File: src/rtl/fetch_ctrl.sv
// Fetch sequencer: owns the fetch PC, drives the IM req/ack handshake and
// arbitrates redirects, stall, halt and IM timeout; mirrors PC updates out.
module fetch_ctrl #(
  parameter logic [31:0] RESET_PC = 32'h0000_0000,
  parameter int unsigned MAX_WAIT = 8
) (
  input  logic        clk,
  input  logic        reset,
  output logic        im_req,
  output logic [31:0] im_addr,
  input  logic        im_ack,
  input  logic [31:0] im_rdata,
  input  logic        uncond_br,
  input  logic [31:0] uncond_target,
  input  logic        cond_br_taken,
  input  logic [31:0] cond_target,
  input  logic        stall,
  input  logic        halt,
  output logic [31:0] instr_out,
  output logic        instr_valid,
  output logic        pc_wr,
  output logic [31:0] pc_wr_val,
  output logic        flush,
  output logic        fetch_err
);

  localparam logic [7:0] MAX_WAIT_C = 8'(MAX_WAIT);

  typedef enum logic [2:0] {
    S_BOOT,
    S_REQ,
    S_WAIT,
    S_STALLED,
    S_HALTED
  } state_e;

  state_e      state_q;
  logic [31:0] pc_q;
  logic [7:0]  wait_cnt_q;
  logic        redirect_pend_q;
  logic        pend_cond_q;
  logic [31:0] pend_target_q;
  logic        halt_pend_q;

  logic        im_req_q;
  logic [31:0] instr_out_q;
  logic        instr_valid_q;
  logic        pc_wr_q;
  logic [31:0] pc_wr_val_q;
  logic        flush_q;
  logic        fetch_err_q;

  logic        new_redir;
  logic        take_new;
  logic        redir_any;
  logic        redir_cond;
  logic [31:0] redir_target;
  logic        halt_any;
  logic        wait_max;
  logic [31:0] pc_inc;

  // Pending redirect/halt are only ever set in WAIT and cleared on leaving it,
  // so the merged view below is also correct in REQ and STALLED.
  always_comb begin
    new_redir    = cond_br_taken | uncond_br;
    take_new     = cond_br_taken | (uncond_br & ~(redirect_pend_q & pend_cond_q));
    redir_any    = redirect_pend_q | new_redir;
    redir_cond   = take_new ? cond_br_taken : pend_cond_q;
    redir_target = (take_new ? (cond_br_taken ? cond_target : uncond_target)
                             : pend_target_q) & ~32'h3;
    halt_any     = halt_pend_q | halt;
    wait_max     = (wait_cnt_q == MAX_WAIT_C);
    pc_inc       = pc_q + 32'd4;
  end

  always_ff @(posedge clk) begin
    if (!reset) begin
      state_q         <= S_BOOT;
      pc_q            <= RESET_PC;
      wait_cnt_q      <= 8'd0;
      redirect_pend_q <= 1'b0;
      pend_cond_q     <= 1'b0;
      pend_target_q   <= 32'd0;
      halt_pend_q     <= 1'b0;
      im_req_q        <= 1'b0;
      instr_out_q     <= 32'd0;
      instr_valid_q   <= 1'b0;
      pc_wr_q         <= 1'b0;
      pc_wr_val_q     <= RESET_PC;
      flush_q         <= 1'b0;
      fetch_err_q     <= 1'b0;
    end else begin
      pc_wr_q <= 1'b0;
      flush_q <= 1'b0;
      case (state_q)
        S_BOOT: begin
          pc_wr_q     <= 1'b1;
          pc_wr_val_q <= pc_q;
          im_req_q    <= 1'b1;
          state_q     <= S_REQ;
        end

        S_REQ, S_WAIT, S_STALLED: begin
          if (state_q == S_WAIT && !im_ack) begin
            // Access in flight cannot be cancelled: time it out or queue events.
            if (wait_max) begin
              fetch_err_q     <= 1'b1;
              im_req_q        <= 1'b0;
              instr_valid_q   <= 1'b0;
              redirect_pend_q <= 1'b0;
              halt_pend_q     <= 1'b0;
              wait_cnt_q      <= 8'd0;
              state_q         <= S_HALTED;
            end else begin
              wait_cnt_q <= wait_cnt_q + 8'd1;
              if (new_redir) begin
                redirect_pend_q <= 1'b1;
                pend_cond_q     <= redir_cond;
                pend_target_q   <= redir_target;
              end
              if (halt) begin
                halt_pend_q <= 1'b1;
              end
              if (!stall) begin
                instr_valid_q <= 1'b0;
              end
            end
          end else if (redir_any) begin
            // Any word returned this cycle is dropped; redirect overrides stall.
            pc_q            <= redir_target;
            pc_wr_q         <= 1'b1;
            pc_wr_val_q     <= redir_target;
            flush_q         <= 1'b1;
            instr_valid_q   <= 1'b0;
            redirect_pend_q <= 1'b0;
            halt_pend_q     <= 1'b0;
            wait_cnt_q      <= 8'd0;
            im_req_q        <= ~halt_any;
            state_q         <= halt_any ? S_HALTED : S_REQ;
          end else if (halt_any) begin
            im_req_q      <= 1'b0;
            instr_valid_q <= 1'b0;
            halt_pend_q   <= 1'b0;
            wait_cnt_q    <= 8'd0;
            state_q       <= S_HALTED;
          end else if (state_q == S_STALLED) begin
            if (!stall) begin
              im_req_q      <= 1'b1;
              instr_valid_q <= 1'b0;
              state_q       <= S_REQ;
            end
          end else if (im_ack) begin
            wait_cnt_q <= 8'd0;
            if (stall) begin
              // Word dropped and refetched once the stall lifts.
              im_req_q <= 1'b0;
              state_q  <= S_STALLED;
            end else begin
              instr_out_q   <= im_rdata;
              instr_valid_q <= 1'b1;
              pc_q          <= pc_inc;
              pc_wr_q       <= 1'b1;
              pc_wr_val_q   <= pc_inc;
              im_req_q      <= 1'b1;
              state_q       <= S_REQ;
            end
          end else begin
            wait_cnt_q <= 8'd1;
            state_q    <= S_WAIT;
            if (!stall) begin
              instr_valid_q <= 1'b0;
            end
          end
        end

        S_HALTED: begin
          im_req_q      <= 1'b0;
          instr_valid_q <= 1'b0;
        end

        default: begin
          state_q <= S_BOOT;
        end
      endcase
    end
  end

  assign im_req      = im_req_q;
  assign im_addr     = pc_q;
  assign instr_out   = instr_out_q;
  assign instr_valid = instr_valid_q;
  assign pc_wr       = pc_wr_q;
  assign pc_wr_val   = pc_wr_val_q;
  assign flush       = flush_q;
  assign fetch_err   = fetch_err_q;

endmodule

File: config.mk
export PLATFORM = sky130hd
export DESIGN_NAME = fetch_ctrl
export DESIGN_NICKNAME = d
export VERILOG_FILES = /design/src/rtl/fetch_ctrl.sv
export SDC_FILE = /design/constraint.sdc
export NUM_CORES = 1
export LEC_CHECK = 0
export CORE_ASPECT_RATIO = 0.6
export CORE_UTILIZATION = 42
export DETAILED_ROUTE_END_ITERATION = 16
export PLACE_DENSITY = 0.77
export SLEW_MARGIN = 20
export SYNTH_ARGS = -nofsm -noshare
export SYNTH_HDL_FRONTEND = slang
export SYNTH_SLANG_ARGS = --single-unit
export TNS_END_PERCENT = 10
File: constraint.sdc
create_clock -name clk -period 6.34 [get_ports clk]
set_input_delay 0.951 -clock clk [delete_from_list [all_inputs] [get_ports clk]]
set_output_delay 0.951 -clock clk [all_outputs]
set_load 0.005 [all_outputs]
# Yosys cells after proc, flatten, opt, wreduce, memory -nomap -nowiden
# Index checks and enable logic that the tools add are counted.
word_totals:
  regBits: 145
  input_bits: 103
  output_inout_bits: 101
classes:
  n_addsub: 2
  n_eq_ne: 20
  n_mux: 58
  bitwise: 16
  reduce_logical: 23
ops:
  columns: ["operator", "n"]
  rows:
  - ["$mux W32", 8]
  - ["$pmux W32 S2", 1]
  - ["$mux W8", 5]
  - ["$add A32 B3 Y32 const B", 1]
  - ["$mux W1", 31]
  - ["$mux W3", 8]
  - ["$ne A3 B3 Y1 const B", 7]
  - ["$ne A6 B6 Y1 const B", 2]
  - ["$reduce_and A3 Y1", 4]
  - ["$reduce_and A6 Y1", 2]
  - ["$not A1 Y1", 10]
  - ["$pmux W3 S3", 1]
  - ["$add A8 B1 Y8 const B", 1]
  - ["$eq A8 B4 Y1 const B", 1]
  - ["$reduce_and A4 Y1", 2]
  - ["$reduce_bool A2 Y1", 4]
  - ["$ne A7 B7 Y1 const B", 1]
  - ["$reduce_and A7 Y1", 1]
  - ["$eq A3 B2 Y1 const B", 2]
  - ["$ne A2 B2 Y1 const B", 3]
  - ["$reduce_bool A3 Y1", 2]
  - ["$reduce_or A3 Y1", 2]
  - ["$reduce_and A5 Y1", 1]
  - ["$ne A4 B4 Y1 const B", 1]
  - ["12 further kinds", 18]

# Depth between registers and ports, before layout
# Gate-level depths: netlist of run 1.
logic_depth:
  word_depth: 8
  depth_mapped: 9

# Least setup slack after synthesis of run 1
# No wires, ideal clock.
synth_path:
  kind: "input to register"
  startpoint: "input port halt"
  endpoint: "register pc_wr_val_q[30] (netlist: pc_wr_val[30])"
  setup_ns: 0.126
  t_arrival_ns: 2.546
  required_time_ns: 6.214
  slack_ns: 3.668
  stages: 6
  path_buffers: 1
  path_cell_list: "or4b_1 maj3_2 a21o_1 buf_2 a211oi_1 nor3_1"
synth_between:
  elab_chain_len: 3
synth_rtl:
  columns: ["element", "line_no", "text"]
  rows:
  - ["start: declaration", "18", "input logic halt,"]
  - ["$or A1 B1 Y1", "71", "halt_any = halt_pend_q | halt;"]
  - ["$ne A3 B3 Y1 (no line)", null, null]
  - ["$reduce_and A6 Y1 (no line)", null, null]
  - ["end signal: assignment", "98", "pc_wr_val_q <= pc_q;"]
  - ["end signal: assignment", "132", "pc_wr_val_q <= redir_target;"]
  - ["end signal: assignment", "163", "pc_wr_val_q <= pc_inc;"]
  - ["end: declaration", "49", "logic [31:0] pc_wr_val_q;"]
# Every way passes these cells.
# A chain may end at the register's enable or synchronous reset.

# Final worst setup path of run 1
layout_path:
  startpoint: "input port im_ack"
  endpoint: "register pc_q[21] (netlist: im_addr[21])"
layout_between:
  elab_chain_len: 4
  elab_cells_between_ends: 5
  cone_classes: "bitwise: 1; reduce/logical: 4"
layout_rtl:
  columns: ["element", "line_no", "text"]
  rows:
  - ["start: declaration", "11", "input logic im_ack,"]
  - ["$logic_not A1 Y1", "104", "if (state_q == S_WAIT && !im_ack) begin"]
  - ["$logic_and A1 B1 Y1", "104", null]
  - ["$not A1 Y1 (no line)", null, null]
  - ["$reduce_and A6 Y1 (no line) (*)", null, null]
  - ["end signal: assignment", "130", "pc_q <= redir_target;"]
  - ["end signal: assignment", "161", "pc_q <= pc_inc;"]
  - ["end: declaration", "38", "logic [31:0] pc_q;"]
# Mark *: on every way between the ends. The rest lies on a longest branch, timed or not.

==> results of run 1 <==
[logic make-up (layout without fill, tap and decap cells)]
| family | Yosys count | in the layout | share of synthesized area [%] |
|---|---|---|---|
| AO/OA/AOI/OAI | 305 | 305 | 27.2 |
| multiplexers | 30 | 30 | 4.04 |
| adder cells (fa/ha/maj) | 4 | 4 | 0.648 |
| XOR/XNOR | 11 | 11 | 1.28 |
| AND/OR/NAND/NOR | 373 | 373 | 23.0 |
| flip-flops | 145 | 145 | 38.5 |
| buffers and inverters | 95 | 249 | 5.27 |
[registers in the layout (all words and copies together), names as in the netlist, 3 cells and up]
| name | flops |
|---|---|
| instr_out | 32 |
| wait_cnt_q | 8 |
| pend_target_q | 30 |
| state_q | 3 |
| pc_wr_val | 32 |
| im_addr | 32 |
[cells in the final DEF (no fill, tap or decap), types with 6 or more instances in the layout]
cell,instances
a41oi_1,6
o21ai_0,63
nor2_1,67
o31ai_1,6
and4_1,7
nor4_1,9
a211oi_1,19
mux2i_1,27
clkdlybuf4s50_1,197
a21oi_1,82
nor3_1,23
a2bb2oi_1,11
nand3_1,33
o211ai_1,17
a31oi_1,25
nand2_1,169
nand4_1,18
or3_1,9
xnor2_1,10
and2_1,8
clkbuf_16,17
dfxtp_1,145
buf_4,8
inv_1,8
and3_1,7
o22ai_1,8
[metrics by stage]
stage	total power [mW]	cell area, sq um	std cells
floorplan	1.25	7530	963
global placement	1.47	9530	1319
detailed placement	1.48	9530	1319
CTS	2.50	10100	1351
global route	2.60	10100	1351
finish	2.51	10100	1351
[cells in the mapped netlist (3+ instances only)]
cell         n  share of area, %
nand2_1    169               8.4
dfxtp_1    145                39
a21oi_1     82               5.4
nor2_1      67               3.3
o21ai_0     63               4.2
clkbuf_1    59               2.9
nand3_1     33               2.2
mux2i_1     27               3.6
a31oi_1     25               2.1
nor3_1      24               1.6
a211oi_1    19               1.9
nand4_1     18               1.5
o211ai_1    17               1.7
buf_2       14              0.93
a2bb2oi_1   11               1.3
or3_1       10              0.83
xnor2_1     10               1.2
buf_1        9              0.45
inv_1        9              0.45
nor4_1       9              0.75
and2_1       8              0.66
o22ai_1      8              0.66
and3_1       7              0.58
and4_1       7              0.81
a41oi_1      6              0.70
o31ai_1      6              0.60
a2111oi_0    5              0.58
a32o_1       5              0.66
nand2b_1     5              0.42
nand3b_1     5              0.50
o21a_1       5              0.50
a311oi_1     4              0.47
o211a_1      4              0.53
o2bb2ai_1    4              0.47
o31a_1       4              0.47
a311oi_2     3              0.60
buf_6        3              0.45
ha_1         3              0.50
mux2_2       3              0.45
o221ai_1     3              0.35
[final timing paths]
kind,start,to
setup / recovery,im_ack,im_addr[21]
hold / removal,instr_out[2],instr_out[2]
setup reg to reg,state_q[1],im_addr[27]
hold reg to reg,instr_out[2],instr_out[2]
[per-layer routing]
| metal | vias to the layer above | global-route usage (%) | routed length [um] |
|---|---|---|---|
| met5 | - | 0 | 27 |
| met4 | 2 | 8.20 | 380 |
| met3 | 40 | 8.66 | 3420 |
| met2 | 513 | 40.0 | 11000 |
| met1 | 3753 | 39.9 | 11400 |
| li1 | 3807 | - | - |
[area by class of cell]
type,count,area [sq um]
Tap cell,234,293
Clock buffer,19,443
Sequential cell,145,2900
Multi-Input combinational cell,723,4260
Fill cell,1556,7180
Timing Repair Buffer,207,2040
Inverter,10,37.5
Clock inverter,13,153
[critical path, stage by stage]
cell	delay [ns]
clkdlybuf4s50_1	0.63
or4b_1	0.56
o21ai_0	0.24
and2_1	0.89
nand2_1	0.45
o22ai_1	0.26
[power breakdown]
| part | switching, mW | total (mW) | internal (mW) |
|---|---|---|---|
| sequential | 0.0577 | 1.02 | 0.960 |
| clock | 0.445 | 1.04 | 0.599 |
| combinational | 0.237 | 0.451 | 0.215 |
| total | 0.740 | 2.51 | 1.77 |
==> impl_metrics.ini, run 1 <==
[floorplan]
die-area_sq_um = 18500
initial_core_util_pct = 43.5
pin_count = 204
core.rowCount = 37
die_y_um = 106
die_w_um = 175
core_area_sq_um = 17300

[worst_setup_path]
worst_setup_path_end_kind = flop
rrSetupSlack_ns = 3.32
cp-start-kind = input pin
r2r_cells = 5
required_ns = 6.68
crit_type = input pin to flop
cp.arrival_ns = 4.01
crit_fanout = 26

[clock_network]
cts_tree = done
htree_num_levels = 4
cts_root_buf = clkbuf_16
post-cts-setup-buffers = 0
cts.path.max_buffers = 2
insertion_delay_ns = 0.44
cts_made_buffers = 17
clock-sinks = 145
cts_resized = 0
cts-hold-fix-buffers = 0
clkTransAtPathRegs_ns = 0.06

[sta]
worstMarginPinSlew_ns = 1.15
fmax_ghz = 0.273
whs_ns = 0.450
min_period_ns = 3.67
setup_viol_count_final = 0
skew_ns = 0.0122
grt_setup_unrepaired = no
slew_violations = 0
slew_headroom_pct = 23.0
period_share_pct = 57.9
setup-tns-final_ns = 0
hold_viol = 0
fin_ws_ns = 2.67

[synth]
synth_cell_types = 76
synth_ff_type = dfxtp_1
synth_nets = 1069
ys_ff_latch = 145
netlist_area_sq_um = 7530
synthArstFlopShare_pct = 0
yosysWarnings = 0
ys_seq_area_share_pct = 38.5
synth_edf_count = 0
postSynthAreaPerCell_sq_um = 7.82
syn_inst = 963

[global_route]
grt_pass1_vias = 7217
grt_pass1_wl_um = 40600
grt_max_degree = 93
grtUsageTotal_pct = 28.0
grt_overflow_total = 0
antenna_found_initial = 0

[drt]
wl_um = 26300
ant_nets = 0
dr_total_vias = 8115
dr.pass1.iters = 6
dr.first_iter.drc_count = 1058
drc = 0
route.detailed.wl_per_inst_um = 19.4
vias_per_cell = 6.01

[cells_and_area]
nNetsFinal = 1210
num_antenna_cells = 0
drive_gt1_share_pct = 6.00
area_growth_pct = 34.5
final_util_pct = 58.5

[job]
cap_violations = 0

[run_status]
status = finished, final reports clean

[place]
place_ws_ns = 2.37
hpwl_um = 18100
gp_congestion = 0.955
port_buffers = 199

[power]
powerDensity_nw_per_um2 = 248
ir_drop_v = 0.000127
leakagePower_nw = 3.39

[worst_hold_path]
hold_path_depth = 2
hp-class = flop to flop
No activity file was read; power rests on OpenSTA's default activity.
==> run 2: changes to the inputs <==
Clock period 6.34 ns to 3.8 ns, I/O delays scaled along.
==> impl_metrics.ini, run 2 (synthesis results as in run 1) <==
[sta]
slew_headroom_pct = 35.8
grt_setup_unrepaired = no
worstMarginPinSlew_ns = 0.955
setup-tns-final_ns = 0
period_share_pct = 76.5
setup_viol_count_final = 0
hold_viol = 0
slew_violations = 0
min_period_ns = 2.91
fmax_ghz = 0.344
fin_ws_ns = 0.895
skew_ns = 0.0130

[drt]
wl_met2_um = 11000
dr.max_layer_used = met4
dr.first_iter.drc_count = 1008
drc = 0
wl_met1_um = 11600
dr_wl_met3_um = 3380
dr_total_vias = 8172
ant_nets = 0
wl_um = 26400
route.detailed.wl_per_inst_um = 19.3
vias_per_cell = 5.99
dr.pass1.iters = 6

[worst_setup_path]
reg2reg_from = state_q[1]
cp-start-kind = input pin
worst_setup_path_end_kind = flop
required_ns = 4.09
rrSetupSlack_ns = 1.15
r2r-end = pend_target_q[16]
r2r_cells = 5
crit_fanout = 13
crit_type = input pin to flop
cp.arrival_ns = 3.19

[place]
dpl.cell_count = 1332
hpwl_um = 18700
port_buffers = 199
gp_congestion = 0.965
place_ws_ns = 0.488
place_area_sq_um = 9640

[global_route]
grt_pass1_wl_um = 41000
grt_overflow_total = 0
antenna_found_initial = 1
grt_pass1_vias = 7316
grt_max_degree = 56
grtUsageTotal_pct = 28.4

[power]
p_comb_share_pct = 18.7
power_frac_clock_pct = 40.0
p_seq_share_pct = 41.4
p_sw_share_pct = 29.6
finalPower_mw = 4.10
p_int_mw = 2.89
p_sw_mw = 1.22
leakagePower_nw = 3.44
powerDensity_nw_per_um2 = 402
ir_drop_v = 0.000273

[floorplan]
core_area_sq_um = 17300
die_w_um = 175
die-area_sq_um = 18500
pin_count = 204
core.rowCount = 37
initial_core_util_pct = 43.5
die_y_um = 106

[cells_and_area]
multi_input_area_sq_um = 4250
drive_gt1_share_pct = 6.90
final_common_cell = clkdlybuf4s50_1
seqCellArea_sq_um = 2900
nNetsFinal = 1223
finalNonFillerCells = 1365
most-common-layout-cells = 197 x clkdlybuf4s50_1, 169 x nand2_1, 145 x dfxtp_1
final_cell_area_sq_um = 10200
area_growth_pct = 35.4
fill_cells = 1533

[clock_network]
htree_num_levels = 4
cts_root_buf = clkbuf_16
post-cts-setup-buffers = 0
cts-hold-fix-buffers = 0
insertion_delay_ns = 0.43
clkTransAtPathRegs_ns = 0.07
clock-sinks = 145
cts.path.max_buffers = 2
cts_tree = done
cts_made_buffers = 17
cts_resized = 0

[run_status]
status = finished, final reports clean

[worst_hold_path]
hp-class = flop to flop
min_to = instr_out[2]
hold_path_depth = 2
worstHoldStart = instr_out[2]

[job]
cap_violations = 0
-- run 2: cell count changes in the layout (fill, tap and decap cells not counted), sizes merged --
cell      previous run  this run
buf                 10        23
bufinv               2         1
clkinvlp             2         3
diode                0         1
-- run 2: critical path: stages --
cell             delay [ns]
clkdlybuf4s50_1        0.63
or4b_1                 0.59
maj3_2                 0.42
a21o_1                 0.42
a2111oi_0              0.46
a211oi_1               0.09
-- run 2: metal layers --
metal / track usage (%) / up-vias
li1: - / 3833
met3: 7.47 / 40
met4: 8.51 / 0
met1: 41.5 / 3790
met5: 0 / -
met2: 40.1 / 509
-- run 2: final cells by class --
type                            instances  area share (%)
Multi-Input combinational cell        723            41.7
Sequential cell                       145            28.5
Timing Repair Buffer                  220            21.1
Clock buffer                           19            4.24
Tap cell                              234            2.87
Clock inverter                         13            1.25
Inverter                               10           0.368
Antenna cell                            1          0.0245
-- run 2: power groups by stage --
stage / sequential, mW / combinational (mW) / clock [mW]
floorplan: 1.69 / 0.383 / 0
global placement: 1.72 / 0.739 / 0
detailed placement: 1.73 / 0.751 / 0
CTS: 1.69 / 0.757 / 1.64
global route: 1.71 / 0.824 / 1.71
finish: 1.70 / 0.766 / 1.64
-- run 2: stage by stage --
stage	hold slack (ns)	utilization [%]
floorplan	0.429	-
global placement	0.436	55.7
detailed placement	0.445	55.7
CTS	0.452	58.9
global route	0.470	58.9
finish	0.450	58.9
-- run 2: worst max-delay path by stage --
stage	start	end	slack (ns)
after floorplan	halt	pc_wr_val[30]	1.51
after global placement	im_ack	pc_wr_val[26]	0.57
after detailed placement	im_ack	pc_wr_val[26]	0.49
after CTS	im_ack	pc_wr_val[26]	0.94
after global routing	im_ack	pend_target_q[9]	0.71
final	im_ack	pc_wr_val[26]	0.89
==> run 3: changes to the inputs <==
Clock period 3.8 ns to 2.95 ns, I/O delays scaled along.
==> impl_metrics.ini, run 3 (synthesis results as in run 1) <==
[worst_setup_path]
required_ns = 3.22
worst_setup_path_end_kind = flop
crit_fanout = 6
critPathMaxStageDelay_ns = 0.60
crit_chain = clkdlybuf4s50_1 -> or4b_1 -> maj3_2 -> a21o_1 -> a2111oi_0 -> a211oi_1
crit_slowest_cell = or4b_1
timing.critical_path.buf_inv = 1
cp-start-kind = input pin
crit_family = compound AO/OA/AOI/OAI gates
cp.arrival_ns = 2.78
crit_type = input pin to flop
rrSetupSlack_ns = 0.57

[sta]
grt_setup_unrepaired = no
whs_ns = 0.408
hold_viol = 0
min_period_ns = 2.51
setup_viol_count_final = 0
slew_violations = 0
period_share_pct = 85.2
fmax_ghz = 0.398
setup-tns-final_ns = 0
skew_ns = 0.0119
worstMarginPinSlew_ns = 0.748
slew_headroom_pct = 49.6

[drt]
dr_total_vias = 8235
drc = 0
vias_per_cell = 5.93
dr.pass1.iters = 5
ant_nets = 0
dr.first_iter.drc_count = 1044
wl_um = 26800
route.detailed.wl_per_inst_um = 19.3

[power]
finalPower_mw = 5.62
ir_drop_v = 0.000329
leakagePower_nw = 3.62
powerDensity_nw_per_um2 = 534

[global_route]
globalRouteMet1Util_pct = 39.4
grt_overflow_total = 0
use_met3_pct = 9.96
grtUsageTotal_pct = 28.7
grt_max_degree = 62
grt_pass1_vias = 7629
antenna_found_initial = 0
grt_pass1_wl_um = 41700
busiest_layer = met2
use_met2_pct = 42.6

[floorplan]
die_y_um = 106
pin_count = 204
die-area_sq_um = 18500
die_w_um = 175
core.rowCount = 37
initial_core_util_pct = 43.5
core_area_sq_um = 17300

[clock_network]
cts_root_buf = clkbuf_16
cts-hold-fix-buffers = 0
cts_tree = done
insertion_delay_ns = 0.42
clock-sinks = 145
post-cts-setup-buffers = 0
clkTransAtPathRegs_ns = 0.06
cts_made_buffers = 17
cts_resized = 0
htree_num_levels = 4
cts.path.max_buffers = 2

[place]
hpwl_um = 19200
port_buffers = 199
place_area_sq_um = 9870
gp_congestion = 0.958

[cells_and_area]
most-common-layout-cells = 197 x clkdlybuf4s50_1, 169 x nand2_1, 145 x dfxtp_1
num_antenna_cells = 0
nNetsFinal = 1249
drive_gt1_share_pct = 9.00
final_common_cell = clkdlybuf4s50_1
area_growth_pct = 39.5
final_cell_area_sq_um = 10500

[worst_hold_path]
hp-class = input pin to flop

[run_status]
status = finished, final reports clean

[job]
cap_violations = 0
run 3: cell types whose count changed in the layout (fill, tap and decap cells not counted), sizes merged:
cell	before	now
buf	23	49
inv	15	11
clkinvlp	3	2
diode	1	0
clkinv	4	5
clkbuf	19	18
bufinv	1	5
run 3: layout make-up:
type / count / area (sq um)
inverters: 10 / 37.5
fillers: 1474 / 6810
multi-input cells: 723 / 4250
flip-flops and latches: 145 / 2900
well taps: 234 / 293
repair buffers: 246 / 2380
clock inverters: 13 / 210
clock buffers: 18 / 429
run 3: path summary, 6_finish.rpt:
path / cells past startpoint / endpoint / startpoint
hold reg to reg: 2 / instr_out[12] / instr_out[12]
hold / removal: 3 / pend_cond_q / cond_br_taken
setup reg to reg: 5 / pc_wr_val[26] / halt_pend_q
setup / recovery: 6 / pc_wr_val[26] / halt
run 3: where the power goes:
part           switching (mW)  internal [mW]  total (mW)
logic                   0.528          0.509        1.04
registers               0.123           2.06        2.19
clock network           0.892           1.50        2.39
total                    1.54           4.07        5.62
run 3: routing by layer:
metal  routed length (um)  vias up
met4                  406        0
li1                     -     3877
met5                    0        -
met2                11300      485
met3                 3520       43
met1                11500     3830
run 3: through the flow:
stage          setup WS [ns]  utilization, %  std cells
2_1_floorplan          0.787               -        963
3_3_place_gp           0.105            57.0       1358
3_5_place_dp          0.0591            57.0       1358
4_1_cts                0.464            60.7       1389
5_1_grt                0.408            60.7       1389
6_report               0.436            60.7       1389
run 3: tightest hold or removal path: stages:
cell and delay, ns:
buf_2 0.18, nand2_1 0.09, a21oi_1 0.06
